--- src/rtl/io_out_buffer.sv ---
// io_out_buffer: CPU-to-UART output byte FIFO with a program-stop sequence.
//
// The CPU writes bytes to 0x30000 (bits 17:16 and 2:0 decoded). Non-zero bytes
// are queued and offered to the UART with a valid/ready handshake. A write to
// 0x30004 requests program stop. The buffer then drains and sends a single NUL
// byte. After that it raises program_finish and ignores the CPU until reset.
//
// Optional feature: define IO_OUT_BUFFER_OVF_EN to build the sticky overflow
// flag. Without the macro, ovf is tied to 0 and no overflow logic exists.
module io_out_buffer #(
   parameter int DEPTH        = 16,  // power of two, >= 4
   parameter int AFULL_MARGIN = 2    // free entries left when back-pressure asserts
) (
   input  logic                     clk_in,
   input  logic                     rst_in,
   input  logic                     rdy_in,
   input  logic [31:0]              mem_a,
   input  logic [7:0]               mem_dout,
   input  logic                     mem_wr,
   output logic                     io_buffer_full,
   output logic [7:0]               tx_data,
   output logic                     tx_valid,
   input  logic                     tx_ready,
   output logic                     program_finish,
   output logic                     ovf,
   output logic [$clog2(DEPTH):0]   count
);

   localparam int PW = $clog2(DEPTH);
   localparam int CW = PW + 1;
   localparam logic [CW-1:0] FULL_LEVEL  = CW'(DEPTH);
   localparam logic [CW-1:0] AFULL_LEVEL = CW'(DEPTH - AFULL_MARGIN);

   typedef enum logic [1:0] {
      ST_RUN,       // normal operation, CPU bytes accepted
      ST_DRAIN,     // stop requested, emptying the FIFO
      ST_SEND_NUL,  // offering the terminating 8'h00
      ST_DONE       // finished, everything ignored until reset
   } state_t;

   state_t           state;
   state_t           state_next;

   logic [7:0]       mem [DEPTH];
   logic [PW-1:0]    wr_ptr;
   logic [PW-1:0]    rd_ptr;
   logic [7:0]       head;

   logic             io_wr;
   logic             data_sel;
   logic             stop_sel;
   logic             push_req;
   logic             push;
   logic             fifo_pop;
   logic             fifo_full;
   logic             fifo_empty;

   // Only bits 17:16 and 2:0 of the address take part in decoding.
   logic             unused_addr_bits;
   assign unused_addr_bits = ^{mem_a[31:18], mem_a[15:3]};

   // CPU bus decode. The rdy_in gate applies to CPU captures only.
   assign io_wr    = rdy_in & mem_wr & (mem_a[17:16] == 2'b11);
   assign data_sel = (mem_a[2:0] == 3'b000);
   assign stop_sel = (mem_a[2:0] == 3'b100);

   // FIFO status from the registered occupancy.
   assign fifo_full  = (count == FULL_LEVEL);
   assign fifo_empty = (count == '0);
   assign head       = mem[rd_ptr];

   // Back-pressure uses only the registered count, so the CPU sees no
   // combinational path from its own write strobe.
   assign io_buffer_full = (count >= AFULL_LEVEL);

   // A zero byte is never queued. Pushes are accepted only in RUN.
   assign push_req = io_wr & data_sel & (mem_dout != 8'h00) & (state == ST_RUN);

   // The FIFO is popped only while it is the source of tx_data. The NUL byte
   // sent in SEND_NUL does not come from storage.
   assign fifo_pop = tx_valid & tx_ready & ((state == ST_RUN) | (state == ST_DRAIN));

   // When the FIFO is full, a push is still allowed if the head leaves in the
   // same cycle.
   assign push = push_req & (~fifo_full | fifo_pop);

   // State register
   // NOTE: sequential blocks use non-blocking (<=) so every flop samples pre-edge values.
   always_ff @(posedge clk_in or negedge rst_in) begin
      if (!rst_in) begin
         state <= ST_RUN;
      end else begin
         state <= state_next;
      end
   end

   // Next-state and handshake outputs
   // NOTE: every output of this block gets a default first, so no path infers a latch.
   always_comb begin
      state_next     = state;
      tx_valid       = 1'b0;
      tx_data        = 8'h00;
      program_finish = 1'b0;
      case (state)
         ST_RUN: begin
            tx_valid = ~fifo_empty;
            tx_data  = fifo_empty ? 8'h00 : head;
            if (io_wr && stop_sel) begin
               state_next = ST_DRAIN;
            end
         end
         ST_DRAIN: begin
            tx_valid = ~fifo_empty;
            tx_data  = fifo_empty ? 8'h00 : head;
            // Leave on the cycle after the registered count shows empty.
            if (fifo_empty) begin
               state_next = ST_SEND_NUL;
            end
         end
         ST_SEND_NUL: begin
            tx_valid = 1'b1;
            tx_data  = 8'h00;
            if (tx_ready) begin
               state_next = ST_DONE;
            end
         end
         ST_DONE: begin
            program_finish = 1'b1;
         end
         default: begin
            state_next = ST_RUN;
         end
      endcase
   end

   // Pointer and occupancy tracking. Pointers wrap naturally modulo DEPTH.
   always_ff @(posedge clk_in or negedge rst_in) begin
      if (!rst_in) begin
         wr_ptr <= '0;
         rd_ptr <= '0;
         count  <= '0;
      end else begin
         if (push) begin
            wr_ptr <= wr_ptr + PW'(1);
         end
         if (fifo_pop) begin
            rd_ptr <= rd_ptr + PW'(1);
         end
         case ({push, fifo_pop})
            2'b10:   count <= count + CW'(1);
            2'b01:   count <= count - CW'(1);
            default: count <= count;
         endcase
      end
   end

   // FIFO storage write port
   // NOTE: storage has no reset; validity is carried by the pointers and count alone.
   always_ff @(posedge clk_in) begin
      if (push) begin
         mem[wr_ptr] <= mem_dout;
      end
   end

`ifdef IO_OUT_BUFFER_OVF_EN
   logic drop;
   assign drop = push_req & fifo_full & ~fifo_pop;

   // Sticky overflow flag, set by any push dropped for lack of space
   always_ff @(posedge clk_in or negedge rst_in) begin
      if (!rst_in) begin
         ovf <= 1'b0;
      end else if (drop) begin
         ovf <= 1'b1;
      end
   end
`else
   assign ovf = 1'b0;
`endif

endmodule

--- config.mk ---
export PLATFORM = sky130hd
export DESIGN_NAME = io_out_buffer
export DESIGN_NICKNAME = d
export VERILOG_FILES = /design/src/rtl/io_out_buffer.sv
export SDC_FILE = /design/constraint.sdc
export NUM_CORES = 1
export LEC_CHECK = 0
export CAP_MARGIN = 15
export CORE_UTILIZATION = 63
export CTS_BUF_LIST = sky130_fd_sc_hd__clkbuf_8
export DETAILED_ROUTE_END_ITERATION = 7
export HOLD_SLACK_MARGIN = 0.08
export PLACE_DENSITY = 0.87
export SYNTH_ARGS = -nofsm -noshare
export SYNTH_HDL_FRONTEND = slang
export SYNTH_SLANG_ARGS = --single-unit
--- constraint.sdc ---
create_clock -name clk_in -period 6.55 [get_ports clk_in]
set_clock_uncertainty 0.15 [all_clocks]
set_input_delay 0.655 -clock clk_in [delete_from_list [all_inputs] [get_ports clk_in]]
set_output_delay 0.655 -clock clk_in [all_outputs]
set_load 0.05 [all_outputs]
==> results of run 1 <==
power by group:
group          total (mW)  leakage (nW)  internal (mW)  switching, mW
clock               0.777         0.222          0.452          0.325
sequential           1.11          1.33           1.03         0.0766
combinational        1.12         0.791          0.468          0.649
total                3.00          2.34           1.95           1.05
Yosys cell counts (2+ instances only):
cell type	instances
sky130_fd_sc_hd__a211oi_1	17
sky130_fd_sc_hd__ha_1	14
sky130_fd_sc_hd__buf_6	2
sky130_fd_sc_hd__and2_1	16
sky130_fd_sc_hd__nor4_1	2
sky130_fd_sc_hd__mux2_1	4
sky130_fd_sc_hd__a21oi_1	4
sky130_fd_sc_hd__nand4_1	3
sky130_fd_sc_hd__nand3_1	2
sky130_fd_sc_hd__buf_4	3
sky130_fd_sc_hd__inv_1	7
sky130_fd_sc_hd__nand2_1	7
sky130_fd_sc_hd__nor2_1	3
sky130_fd_sc_hd__mux4_2	32
sky130_fd_sc_hd__o21ai_1	3
sky130_fd_sc_hd__mux2i_1	9
sky130_fd_sc_hd__nor3_1	2
sky130_fd_sc_hd__xor2_1	2
sky130_fd_sc_hd__xnor2_1	8
sky130_fd_sc_hd__edfxtp_1	128
sky130_fd_sc_hd__nor3b_1	2
sky130_fd_sc_hd__nor2b_1	8
sky130_fd_sc_hd__clkbuf_1	4
sky130_fd_sc_hd__a21o_1	3
sky130_fd_sc_hd__dfrtp_1	15
sky130_fd_sc_hd__buf_2	5
cell families after synthesis:
group / share of synthesized area (%)
other: 0.0620
muxes: 14.1
AOI/OAI and AO/OA: 4.45
DFF: 69.7
xor gates and xnor gates: 1.45
buffers and inverters: 1.90
and+or+nand+nor: 5.05
adders and majority gates: 3.23
flip-flops by register name, indices dropped and copies added, names as in the netlist:
register  cells
count         5
rd_ptr        4
state         2
wr_ptr        4
mem         128
through the flow:
step                      power (mW)  instance area [µm²]  util, %  hold WS, ps
after floorplan                 1.95                 6050        -          209
after detailed placement        2.24                 6480     69.8          349
after CTS                       3.01                 6930     74.6          360
after global placement          2.20                 6480     69.8          335
final                           3.00                 6940     74.7          359
after global routing            3.13                 6940     74.7          372
metal layers:
metal / vias up / wire (µm) / global-route usage [%]
met3: 32 / 813 / 5.64
li1: 1378 / - / -
met5: - / 0 / 0
met4: 0 / 380 / 12.5
met2: 165 / 5640 / 38.9
met1: 1616 / 4710 / 36.5
worst paths after layout:
kind	from	endpoint	slack, ps	cells past startpoint
min	rd_ptr[0]$_DFFE_PN0P_	rd_ptr[0]$_DFFE_PN0P_	360	1
min in group asynchronous	rst_in	rd_ptr[1]$_DFFE_PN0P_	500	1
max reg2reg	state[1]$_DFFE_PN0P_	count[4]$_DFFE_PN0P_	3490	12
max	rd_ptr[0]$_DFFE_PN0P_	tx_data[3]	2340	6
min reg2reg	rd_ptr[0]$_DFFE_PN0P_	rd_ptr[0]$_DFFE_PN0P_	360	1
max in group asynchronous	rst_in	rd_ptr[0]$_DFFE_PN0P_	5250	1
final cells by class:
cell class	count	area, µm²
well taps	129	161
multi-input cells	158	1720
clock inverters	14	216
flip-flops and latches	143	4220
inverters	7	26.3
fillers	527	2350
clock buffers	17	234
repair buffers	37	360
worst max-delay path, stage by stage, from the launching register on:
cell,delay (ps)
sky130_fd_sc_hd__dfrtp_2,400
sky130_fd_sc_hd__buf_4,520
sky130_fd_sc_hd__mux4_2,590
sky130_fd_sc_hd__nor2b_1,150
sky130_fd_sc_hd__a211oi_1,420
sky130_fd_sc_hd__a211oi_1,130
sky130_fd_sc_hd__clkdlybuf4s50_1,750
==> load_flow_metrics.sql, run 1 <==
INSERT INTO impl_metrics (metric_group, metric, value, unit) VALUES
('routing', 'ant_nets', '0', ''),
('timing', 'pin_slew_with_the_least_headroom_to_its_limit', '741', 'ps'),
('routing', 'vias', '3191', ''),
('clocking', 'clock_tree_from_tritoncts', 'built', ''),
('worst_setup_path', 'critPathCaptureType', 'primary output', ''),
('pwr', 'cellLeakagePower', '2.34', 'nW'),
('clocking', 'numCtsBuffers', '17', ''),
('placed_design', 'port_buffers', '33', ''),
('timing', 'post_route_worst_setup_slack', '2340', 'ps'),
('clocking', 'clock_latency', '430', 'ps'),
('timing', 'fmax', '0.238', 'GHz'),
('global_routing', 'number_of_global_route_vias_before_repair', '3174', ''),
('global_routing', 'grt_overflow_total', '0', ''),
('routing', 'route.final.wire_length', '11.5', 'mm'),
('clocking', 'tritoncts_num_sinks', '143', ''),
('timing', 'final-max-slew-violation-count', '0', ''),
('timing', 'grt_setup_unrepaired', 'no', ''),
('routing', 'drc', '0', ''),
('die', 'row_count', '35', ''),
('worst_setup_path', 'critical_path_class', 'flop to primary output', ''),
('die', 'io-pin-count', '62', ''),
('clocking', 'cts_hold_repair.buffers', '0', ''),
('synthesis', 'post-synth-top-area-fraction', '63.5', '%'),
('min_path', 'hold_path_class', 'flop to flop', ''),
('cells_and_area', 'drive_gt1_share', '18.9', '%'),
('clocking', 'cts-root-to-sink-buffers', '2', ''),
('pwr', 'vdd.ir_drop.worst', '0.392', 'mV'),
('timing', 'layout_min_cycle_time', '4210', 'ps'),
('clocking', 'root_buffer_master', 'sky130_fd_sc_hd__clkbuf_8', ''),
('flow_run', 'maxCapViolations', '0', ''),
('synthesis', 'ys_seq_area_share', '69.7', '%'),
('synthesis', 'syn-instance-count', '323', ''),
('global_routing', 'grt_max_degree', '33', ''),
('cells_and_area', 'antennaDiodeCount', '0', ''),
('global_routing', 'antenna_found_initial', '0', ''),
('status', 'run_status', 'finished clean', ''),
('synthesis', 'synth_area_leader_cell', 'sky130_fd_sc_hd__edfxtp_1', ''),
('worst_setup_path', 'worst-endpoint-required', '5740', 'ps'),
('timing', 'slew_headroom', '50.5', '%'),
('die', 'effective_utilization_at_floorplan', '65.2', '%'),
('routing', 'wl_per_cell', '22.9', 'µm'),
('synthesis', 'synthesis.area', '6050', 'µm²'),
('placed_design', 'dp_hpwl', '7.00', 'mm'),
('routing', 'avg_vias_per_cell', '6.32', ''),
('global_routing', 'global_route.usage.total', '25.8', '%'),
('cells_and_area', 'layout.cells.most_common_list', 'sky130_fd_sc_hd__edfxtp_1, sky130_fd_sc_hd__clkdlybuf4s50_1, sky130_fd_sc_hd__mux4_2', ''),
('clocking', 'post-cts-setup-buffer-count', '0', ''),
('cells_and_area', 'design.final.nets', '424', ''),
('die', 'chipHeight', '100', 'µm'),
('synthesis', 'number_of_synthesized_flops_with_an_enable_pin', '128', ''),
('cells_and_area', 'mostFrequentLayoutCell', 'sky130_fd_sc_hd__edfxtp_1', ''),
('timing', 'layout_worst_path_cycle_share', '64.3', '%'),
('timing', 'setup_viol', '0', ''),
('routing', 'drt_iter0_markers', '300', ''),
('pwr', 'cellPowerDensity', '433', 'nW/µm²'),
('routing', 'drt_first_pass_iters', '6', ''),
('synthesis', 'postSynthAreaPerCell', '18.7', 'µm²'),
('placed_design', 'gp_congestion', '0.795', ''),
('worst_setup_path', 'crit_path_max_fanout', '32', ''),
('synthesis', 'async_reset_ff_share', '10.5', '%'),
('synthesis', 'mappedNetlistNets', '383', ''),
('synthesis', 'yosys_warnings', '0', ''),
('synthesis', 'synthTopCellsByArea', 'sky130_fd_sc_hd__edfxtp_1, sky130_fd_sc_hd__mux4_2, sky130_fd_sc_hd__dfrtp_1', ''),
('clocking', 'cts.htree.levels', '4', ''),
('global_routing', 'wire_length_of_the_first_global_routing_pass', '17.9', 'mm'),
('placed_design', 'placed_cells_incl_taps', '473', ''),
('synthesis', 'ys.flop_type', 'sky130_fd_sc_hd__edfxtp_1', ''),
('worst_setup_path', 'start_kind', 'flop', ''),
('synthesis', 'synth.distinct_cells', '44', ''),
('synthesis', 'synth-seq-cells', '143', ''),
('die', 'core-area', '9280', 'µm²'),
('cells_and_area', 'syn_to_final_growth', '14.6', '%'),
('die', 'design.die.area', '10000', 'µm²'),
('clocking', 'clk_pin_slew', '80', 'ps'),
('placed_design', 'pre_cts_ws', '2620', 'ps'),
('die', 'chipWidth', '100', 'µm'),
('worst_setup_path', 'timing.critical_path.arrival', '3400', 'ps'),
('timing', 'final-hold-violation-count', '0', ''),
('clocking', 'post_cts_resized', '0', ''),
('timing', 'setup-tns-final', '0', 'ps'),
('cells_and_area', 'final_cells', '505', '');
Note: power is estimated with default switching activity, not from simulation.
==> run 2, diff against run 1 <==
--- a/config.mk
+++ b/config.mk
@@ -6,11 +6,11 @@
 export NUM_CORES = 1
 export LEC_CHECK = 0
 export CAP_MARGIN = 15
-export CORE_UTILIZATION = 63
+export CORE_UTILIZATION = 59
 export CTS_BUF_LIST = sky130_fd_sc_hd__clkbuf_8
 export DETAILED_ROUTE_END_ITERATION = 7
 export HOLD_SLACK_MARGIN = 0.08
-export PLACE_DENSITY = 0.87
+export PLACE_DENSITY = 0.82
 export SYNTH_ARGS = -nofsm -noshare
 export SYNTH_HDL_FRONTEND = slang
 export SYNTH_SLANG_ARGS = --single-unit
==> constraint.sdc (replaced) <==
create_clock -name clk_in -period 4.2 [get_ports clk_in]
set_clock_uncertainty 0.15 [all_clocks]
set_input_delay 0.42 -clock clk_in [delete_from_list [all_inputs] [get_ports clk_in]]
set_output_delay 0.42 -clock clk_in [all_outputs]
set_load 0.05 [all_outputs]
==> run 2 against run 1 <==
Compared with the run above:
- die area rose by 6.6%
- power rose by 50%
- clock-buffer cell count rose by 2
- utilization fell by 4.1 points
- via count fell by 3.1%
- global-route usage fell by 2.6 points
- worst hold slack got worse by 120 ps
- non-clock buffer count rose by 9
- wire length fell by 6.2%
- setup slack got worse by 2000 ps
- combinational power rose by 46%
- clock power rose by 36%
- largest cell class unchanged
- largest power group is now sequential cells
==> load_flow_metrics.sql, run 2 (synthesis gave the netlist of run 1 again) <==
INSERT INTO impl_metrics (metric_group, metric, value, unit) VALUES
('status', 'run_status', 'finished clean', ''),
('clocking', 'tritoncts_num_sinks', '143', ''),
('cells_and_area', 'drive_gt1_share', '21.2', '%'),
('cells_and_area', 'syn_to_final_growth', '15.0', '%'),
('cells_and_area', 'antennaDiodeCount', '0', ''),
('worst_setup_path', 'critical_path_class', 'flop to primary output', ''),
('die', 'chipWidth', '103', 'µm'),
('timing', 'setup-tns-final', '0', 'ps'),
('min_path', 'hold_path_class', 'input pin to async pin', ''),
('worst_setup_path', 'timing.reg2reg.worst_path_depth', '12', ''),
('placed_design', 'pre_cts_ws', '672', 'ps'),
('die', 'core-area', '9860', 'µm²'),
('timing', 'fmax', '0.257', 'GHz'),
('worst_setup_path', 'critical_path.top_delay_family', 'flip-flops', ''),
('worst_setup_path', 'rr_startpoint', 'state[1]$_DFFE_PN0P_', ''),
('placed_design', 'dp_hpwl', '7.24', 'mm'),
('worst_setup_path', 'crit_path_start', 'rd_ptr[1]$_DFFE_PN0P_', ''),
('clocking', 'clock_tree_from_tritoncts', 'built', ''),
('pwr', 'cellPowerDensity', '648', 'nW/µm²'),
('worst_setup_path', 'critPathCaptureType', 'primary output', ''),
('cells_and_area', 'mostFrequentLayoutCell', 'sky130_fd_sc_hd__edfxtp_1', ''),
('worst_setup_path', 'worst-endpoint-required', '3630', 'ps'),
('die', 'design.die.area', '10700', 'µm²'),
('die', 'chipHeight', '103', 'µm'),
('timing', 'layout_worst_path_cycle_share', '92.6', '%'),
('worst_setup_path', 'slowest_stage', 'sky130_fd_sc_hd__dfrtp_1', ''),
('routing', 'drc', '0', ''),
('placed_design', 'gp_congestion', '0.794', ''),
('cells_and_area', 'max_flop_register', 'mem', ''),
('pwr', 'cellLeakagePower', '2.35', 'nW'),
('worst_setup_path', 'reg2reg_setup_slack', '1060', 'ps'),
('routing', 'drt_iter0_markers', '406', ''),
('timing', 'setup_viol', '0', ''),
('timing', 'slew_headroom', '18.5', '%'),
('clocking', 'clock_latency', '430', 'ps'),
('cells_and_area', 'fillers', '579', ''),
('routing', 'wl_per_cell', '20.9', 'µm'),
('worst_setup_path', 'crit_path_max_fanout', '26', ''),
('cells_and_area', 'design.final.nets', '433', ''),
('pwr', 'vdd.ir_drop.worst', '0.535', 'mV'),
('timing', 'holdWs', '242', 'ps'),
('worst_setup_path', 'timing.critical_path.arrival', '3320', 'ps'),
('timing', 'pin_slew_with_the_least_headroom_to_its_limit', '1210', 'ps'),
('worst_setup_path', 'cpPeakStageDelay', '1050', 'ps'),
('worst_setup_path', 'crit_path_buf_inv_count', '1', ''),
('clocking', 'root_buffer_master', 'sky130_fd_sc_hd__clkbuf_8', ''),
('worst_setup_path', 'timing.critical_path.cells', 'mux4_2, mux2i_1, a211oi_1, clkdlybuf4s50_1', ''),
('timing', 'layout_min_cycle_time', '3890', 'ps'),
('routing', 'ant_nets', '0', ''),
('clocking', 'post-cts-setup-buffer-count', '0', ''),
('cells_and_area', 'max_reg_flops', '128', ''),
('routing', 'avg_vias_per_cell', '5.96', ''),
('clocking', 'cts-root-to-sink-buffers', '2', ''),
('cells_and_area', 'layout.cells.most_common_list', 'sky130_fd_sc_hd__edfxtp_1, sky130_fd_sc_hd__clkdlybuf4s50_1, sky130_fd_sc_hd__mux4_2', ''),
('global_routing', 'number_of_global_route_vias_before_repair', '3132', ''),
('global_routing', 'grt_overflow_total', '0', ''),
('clocking', 'cts.htree.levels', '4', ''),
('timing', 'final-max-slew-violation-count', '0', ''),
('routing', 'route.final.wire_length', '10.8', 'mm'),
('timing', 'post_route_worst_setup_slack', '312', 'ps'),
('clocking', 'numCtsBuffers', '17', ''),
('die', 'io-pin-count', '62', ''),
('global_routing', 'grt_max_degree', '27', ''),
('routing', 'vias', '3091', ''),
('global_routing', 'global_route.usage.total', '23.1', '%'),
('global_routing', 'antenna_found_initial', '0', ''),
('routing', 'drt_first_pass_iters', '5', ''),
('timing', 'final-hold-violation-count', '0', ''),
('die', 'row_count', '36', ''),
('die', 'effective_utilization_at_floorplan', '61.3', '%'),
('clocking', 'cts_hold_repair.buffers', '0', ''),
('global_routing', 'wire_length_of_the_first_global_routing_pass', '17.1', 'mm'),
('flow_run', 'maxCapViolations', '0', ''),
('clocking', 'clk_pin_slew', '80', 'ps'),
('placed_design', 'port_buffers', '33', ''),
('cells_and_area', 'largestRegisters', 'mem: 128 flops, count: 5 flops', ''),
('clocking', 'post_cts_resized', '0', ''),
('worst_setup_path', 'start_kind', 'flop', ''),
('timing', 'grt_setup_unrepaired', 'no', ''),
('worst_setup_path', 'r2r_end', 'count[4]$_DFFE_PN0P_', '');
run 2: worst register-to-register path, stage by stage (launching register included):
cell,delay [ps]
sky130_fd_sc_hd__dfrtp_1,480
sky130_fd_sc_hd__inv_1,140
sky130_fd_sc_hd__ha_1,190
sky130_fd_sc_hd__o2bb2ai_1,130
sky130_fd_sc_hd__a211oi_2,440
sky130_fd_sc_hd__o21ai_1,190
sky130_fd_sc_hd__inv_1,180
sky130_fd_sc_hd__ha_1,290
sky130_fd_sc_hd__a21o_1,170
sky130_fd_sc_hd__a21oi_1,220
sky130_fd_sc_hd__a21oi_1,70
sky130_fd_sc_hd__a31oi_1,250
sky130_fd_sc_hd__xnor2_1,150
run 2: cell type report:
cell class                 count  area (µm²)  share of cell area (%)
tap                          133         166                    2.39
multi-input combinational    158        1720                    24.7
clock inverter                13         141                    2.03
sequential                   143        4220                    60.6
timing repair buffer          46         428                    6.15
inverter                       7        26.3                   0.377
clock buffer                  19         262                    3.76
run 2: stage by stage:
stage                     power, mW  util (%)  cell area [µm²]  cells
after floorplan                3.04         -             6050    323
after global placement         3.45      66.5             6560    487
after detailed placement       3.49      66.5             6560    487
after CTS                      4.54      70.6             6960    519
after global routing           4.73      70.6             6960    519
final                          4.51      70.6             6960    519
run 2: report_power, final:
group,internal [mW],switching [mW]
Clock,0.558,0.506
Combinational,0.737,0.903
Sequential,1.61,0.197
Total,2.90,1.61
run 2: worst max-delay path by stage:
stage	endpoint	slack, ps	cells after the start
final	tx_data[5]	310	4
after global routing	tx_data[5]	130	4
after CTS	tx_data[5]	280	4
after detailed placement	count[4]$_DFFE_PN0P_	670	12
after global placement	count[4]$_DFFE_PN0P_	810	12
after floorplan	tx_data[0]	1180	4
run 2: layer usage:
layer	part of all wire [%]	track usage, %	vias to the layer above
li1	-	-	1399
met1	40	30.9	1565
met2	52	38.0	113
met3	5.8	5.17	14
met4	1.7	8.23	0
met5	0	0	-
==> run 3, diff against run 2 <==
--- a/config.mk
+++ b/config.mk
@@ -9,6 +9,7 @@
 export CORE_UTILIZATION = 59
 export CTS_BUF_LIST = sky130_fd_sc_hd__clkbuf_8
 export DETAILED_ROUTE_END_ITERATION = 7
+export GPL_TIMING_DRIVEN = 0
 export HOLD_SLACK_MARGIN = 0.08
 export PLACE_DENSITY = 0.82
 export SYNTH_ARGS = -nofsm -noshare
==> run 3 against run 2 <==
Compared with the run above:
- non-clock buffer count is 2 higher
- register-to-register slack worse by 100 ps
- fmax is 1.0% higher
==> load_flow_metrics.sql, run 3 (synthesis gave the netlist of run 1 again) <==
INSERT INTO impl_metrics (metric_group, metric, value, unit) VALUES
('min_path', 'hold_path_class', 'input pin to async pin', ''),
('cells_and_area', 'fin_util', '71.7', '%'),
('cells_and_area', 'layout.cells.most_common_list', 'sky130_fd_sc_hd__edfxtp_1, sky130_fd_sc_hd__clkdlybuf4s50_1, sky130_fd_sc_hd__mux4_2', ''),
('cells_and_area', 'drive_gt1_share', '20.4', '%'),
('status', 'run_status', 'finished clean', ''),
('clocking', 'tritoncts_num_sinks', '143', ''),
('routing', 'drt_iter0_markers', '208', ''),
('global_routing', 'grt_most_used_layer', 'met2', ''),
('routing', 'avg_vias_per_cell', '6.06', ''),
('worst_setup_path', 'crit_path_max_fanout', '10', ''),
('timing', 'setup-tns-final', '0', 'ps'),
('placed_design', 'port_buffers', '33', ''),
('cells_and_area', 'antennaDiodeCount', '0', ''),
('worst_setup_path', 'rr_startpoint', 'state[1]$_DFFE_PN0P_', ''),
('timing', 'fmax', '0.260', 'GHz'),
('cells_and_area', 'max_flop_register', 'mem', ''),
('clocking', 'cts.htree.levels', '4', ''),
('pwr', 'cellLeakagePower', '2.41', 'nW'),
('worst_setup_path', 'cpPeakStageDelay', '880', 'ps'),
('clocking', 'numCtsBuffers', '17', ''),
('cells_and_area', 'max_reg_flops', '128', ''),
('die', 'design.die.area', '10700', 'µm²'),
('routing', 'ant_nets', '0', ''),
('clocking', 'clock_tree_from_tritoncts', 'built', ''),
('die', 'chipHeight', '103', 'µm'),
('worst_setup_path', 'critical_path_class', 'flop to primary output', ''),
('worst_setup_path', 'crit_path_start', 'rd_ptr[1]$_DFFE_PN0P_', ''),
('pwr', 'post-layout-total-power', '4.93', 'mW'),
('timing', 'setup_viol', '0', ''),
('routing', 'route.final.wire_length', '11.8', 'mm'),
('cells_and_area', 'multiInputGateArea', '1720', 'µm²'),
('die', 'row_count', '36', ''),
('pwr', 'vdd.ir_drop.worst', '0.570', 'mV'),
('cells_and_area', 'mostFrequentLayoutCell', 'sky130_fd_sc_hd__edfxtp_1', ''),
('clocking', 'clk_pin_slew', '80', 'ps'),
('global_routing', 'number_of_global_route_vias_before_repair', '3147', ''),
('timing', 'grt_setup_unrepaired', 'no', ''),
('timing', 'final-max-slew-violation-count', '0', ''),
('global_routing', 'grt_max_degree', '18', ''),
('cells_and_area', 'fillers', '549', ''),
('routing', 'vias', '3156', ''),
('global_routing', 'global_route.usage.total', '24.7', '%'),
('global_routing', 'antenna_found_initial', '0', ''),
('global_routing', 'grt_overflow_total', '0', ''),
('cells_and_area', 'final_cells', '521', ''),
('clocking', 'post_cts_resized', '0', ''),
('worst_setup_path', 'timing.critical_path.cells', 'buf_2, clkbuf_1, clkbuf_1, a211oi_1, a211oi_1, clkdlybuf4s50_1', ''),
('cells_and_area', 'syn_to_final_growth', '16.9', '%'),
('worst_setup_path', 'timing.critical_path.arrival', '3280', 'ps'),
('worst_setup_path', 'critPathCaptureType', 'primary output', ''),
('timing', 'pin_slew_with_the_least_headroom_to_its_limit', '1210', 'ps'),
('die', 'io-pin-count', '62', ''),
('worst_setup_path', 'slowest_stage', 'sky130_fd_sc_hd__clkdlybuf4s50_1', ''),
('global_routing', 'groute.layer.met3.usage', '5.44', '%'),
('global_routing', 'wire_length_of_the_first_global_routing_pass', '17.8', 'mm'),
('die', 'core-area', '9860', 'µm²'),
('timing', 'slew_headroom', '18.6', '%'),
('cells_and_area', 'design.final.nets', '435', ''),
('die', 'chipWidth', '103', 'µm'),
('flow_run', 'maxCapViolations', '0', ''),
('worst_setup_path', 'worst-endpoint-required', '3630', 'ps'),
('cells_and_area', 'largestRegisters', 'mem: 128 flops, count: 5 flops', ''),
('clocking', 'clock_latency', '430', 'ps'),
('clocking', 'post-cts-setup-buffer-count', '0', ''),
('placed_design', 'dp_hpwl', '7.62', 'mm'),
('placed_design', 'placed_cells_incl_taps', '489', ''),
('clocking', 'cts_hold_repair.buffers', '0', ''),
('pwr', 'cellPowerDensity', '697', 'nW/µm²'),
('timing', 'layout_worst_path_cycle_share', '91.6', '%'),
('clocking', 'root_buffer_master', 'sky130_fd_sc_hd__clkbuf_8', ''),
('routing', 'drc', '0', ''),
('clocking', 'cts-root-to-sink-buffers', '2', ''),
('placed_design', 'gp_congestion', '0.817', ''),
('worst_setup_path', 'start_kind', 'flop', ''),
('timing', 'final-hold-violation-count', '0', ''),
('global_routing', 'met1_usage', '34.9', '%'),
('global_routing', 'global_routing_usage_on_met2', '38.3', '%'),
('timing', 'layout_min_cycle_time', '3850', 'ps'),
('die', 'effective_utilization_at_floorplan', '61.3', '%'),
('routing', 'drt_first_pass_iters', '4', ''),
('routing', 'wl_per_cell', '22.6', 'µm'),
('cells_and_area', 'area_occupied_by_registers', '4220', 'µm²');
-- run 3: cell types whose count changed in the layout (fill, tap and decap cells not counted) --
cell	previous run	this run
sky130_fd_sc_hd__buf_1	0	1
sky130_fd_sc_hd__buf_2	0	5
sky130_fd_sc_hd__buf_4	13	3
sky130_fd_sc_hd__buf_6	0	2
sky130_fd_sc_hd__bufinv_16	2	8
sky130_fd_sc_hd__clkbuf_1	0	4
sky130_fd_sc_hd__clkbuf_8	19	17
sky130_fd_sc_hd__clkinv_2	1	2
sky130_fd_sc_hd__clkinv_4	4	2
sky130_fd_sc_hd__clkinvlp_4	5	3
sky130_fd_sc_hd__dfrtp_1	14	15
sky130_fd_sc_hd__dfrtp_2	1	0
sky130_fd_sc_hd__inv_1	8	7
-- run 3: path summary, 6_finish.rpt --
path	end	slack [ps]	cells past startpoint
max reg2reg	count[4]$_DFFE_PN0P_	960	12
max in group asynchronous	rd_ptr[1]$_DFFE_PN0P_	3120	1
max	tx_data[2]	350	6
min in group clk_in	wr_ptr[3]$_DFFE_PN0P_	410	1
min reg2reg	wr_ptr[3]$_DFFE_PN0P_	410	1
min	count[2]$_DFFE_PN0P_	290	1
-- run 3: area by class of cell --
type                            instances  share of cell area (%)
Buffer                                 15                    1.26
Clock buffer                           17                    3.31
Clock inverter                         15                    4.10
Inverter                                7                   0.372
Multi-Input combinational cell        158                    24.3
Sequential cell                       143                    59.7
Tap cell                              133                    2.35
Timing Repair Buffer                   33                    4.67
-- run 3: power breakdown --
group / switching (mW) / internal [mW]
combinational: 1.06 / 0.756
clock: 0.519 / 0.886
sequential: 0.0935 / 1.61
total: 1.67 / 3.25
-- run 3: metrics by stage --
stage / area (µm²) / hold slack, ps / setup slack, ps
final: 7070 / 287 / 351
after global routing: 7070 / 333 / 161
after floorplan: 6050 / -25.6 / 1180
after detailed placement: 6550 / 391 / 510
after global placement: 6550 / 369 / 580
after CTS: 7070 / 300 / 316
-- run 3: critical path: cells and delay by family, from the launching register on --
kind | cells | cell delay [ps]
compound gates | 2 | 570
buf+inv | 4 | 1930
flops | 1 | 350
-- run 3: routing by layer --
layer | vias to the layer above | wire length (µm)
li1 | 1400 | -
met1 | 1602 | 4760
met2 | 140 | 5840
met3 | 14 | 978
met4 | 0 | 184
met5 | - | 0
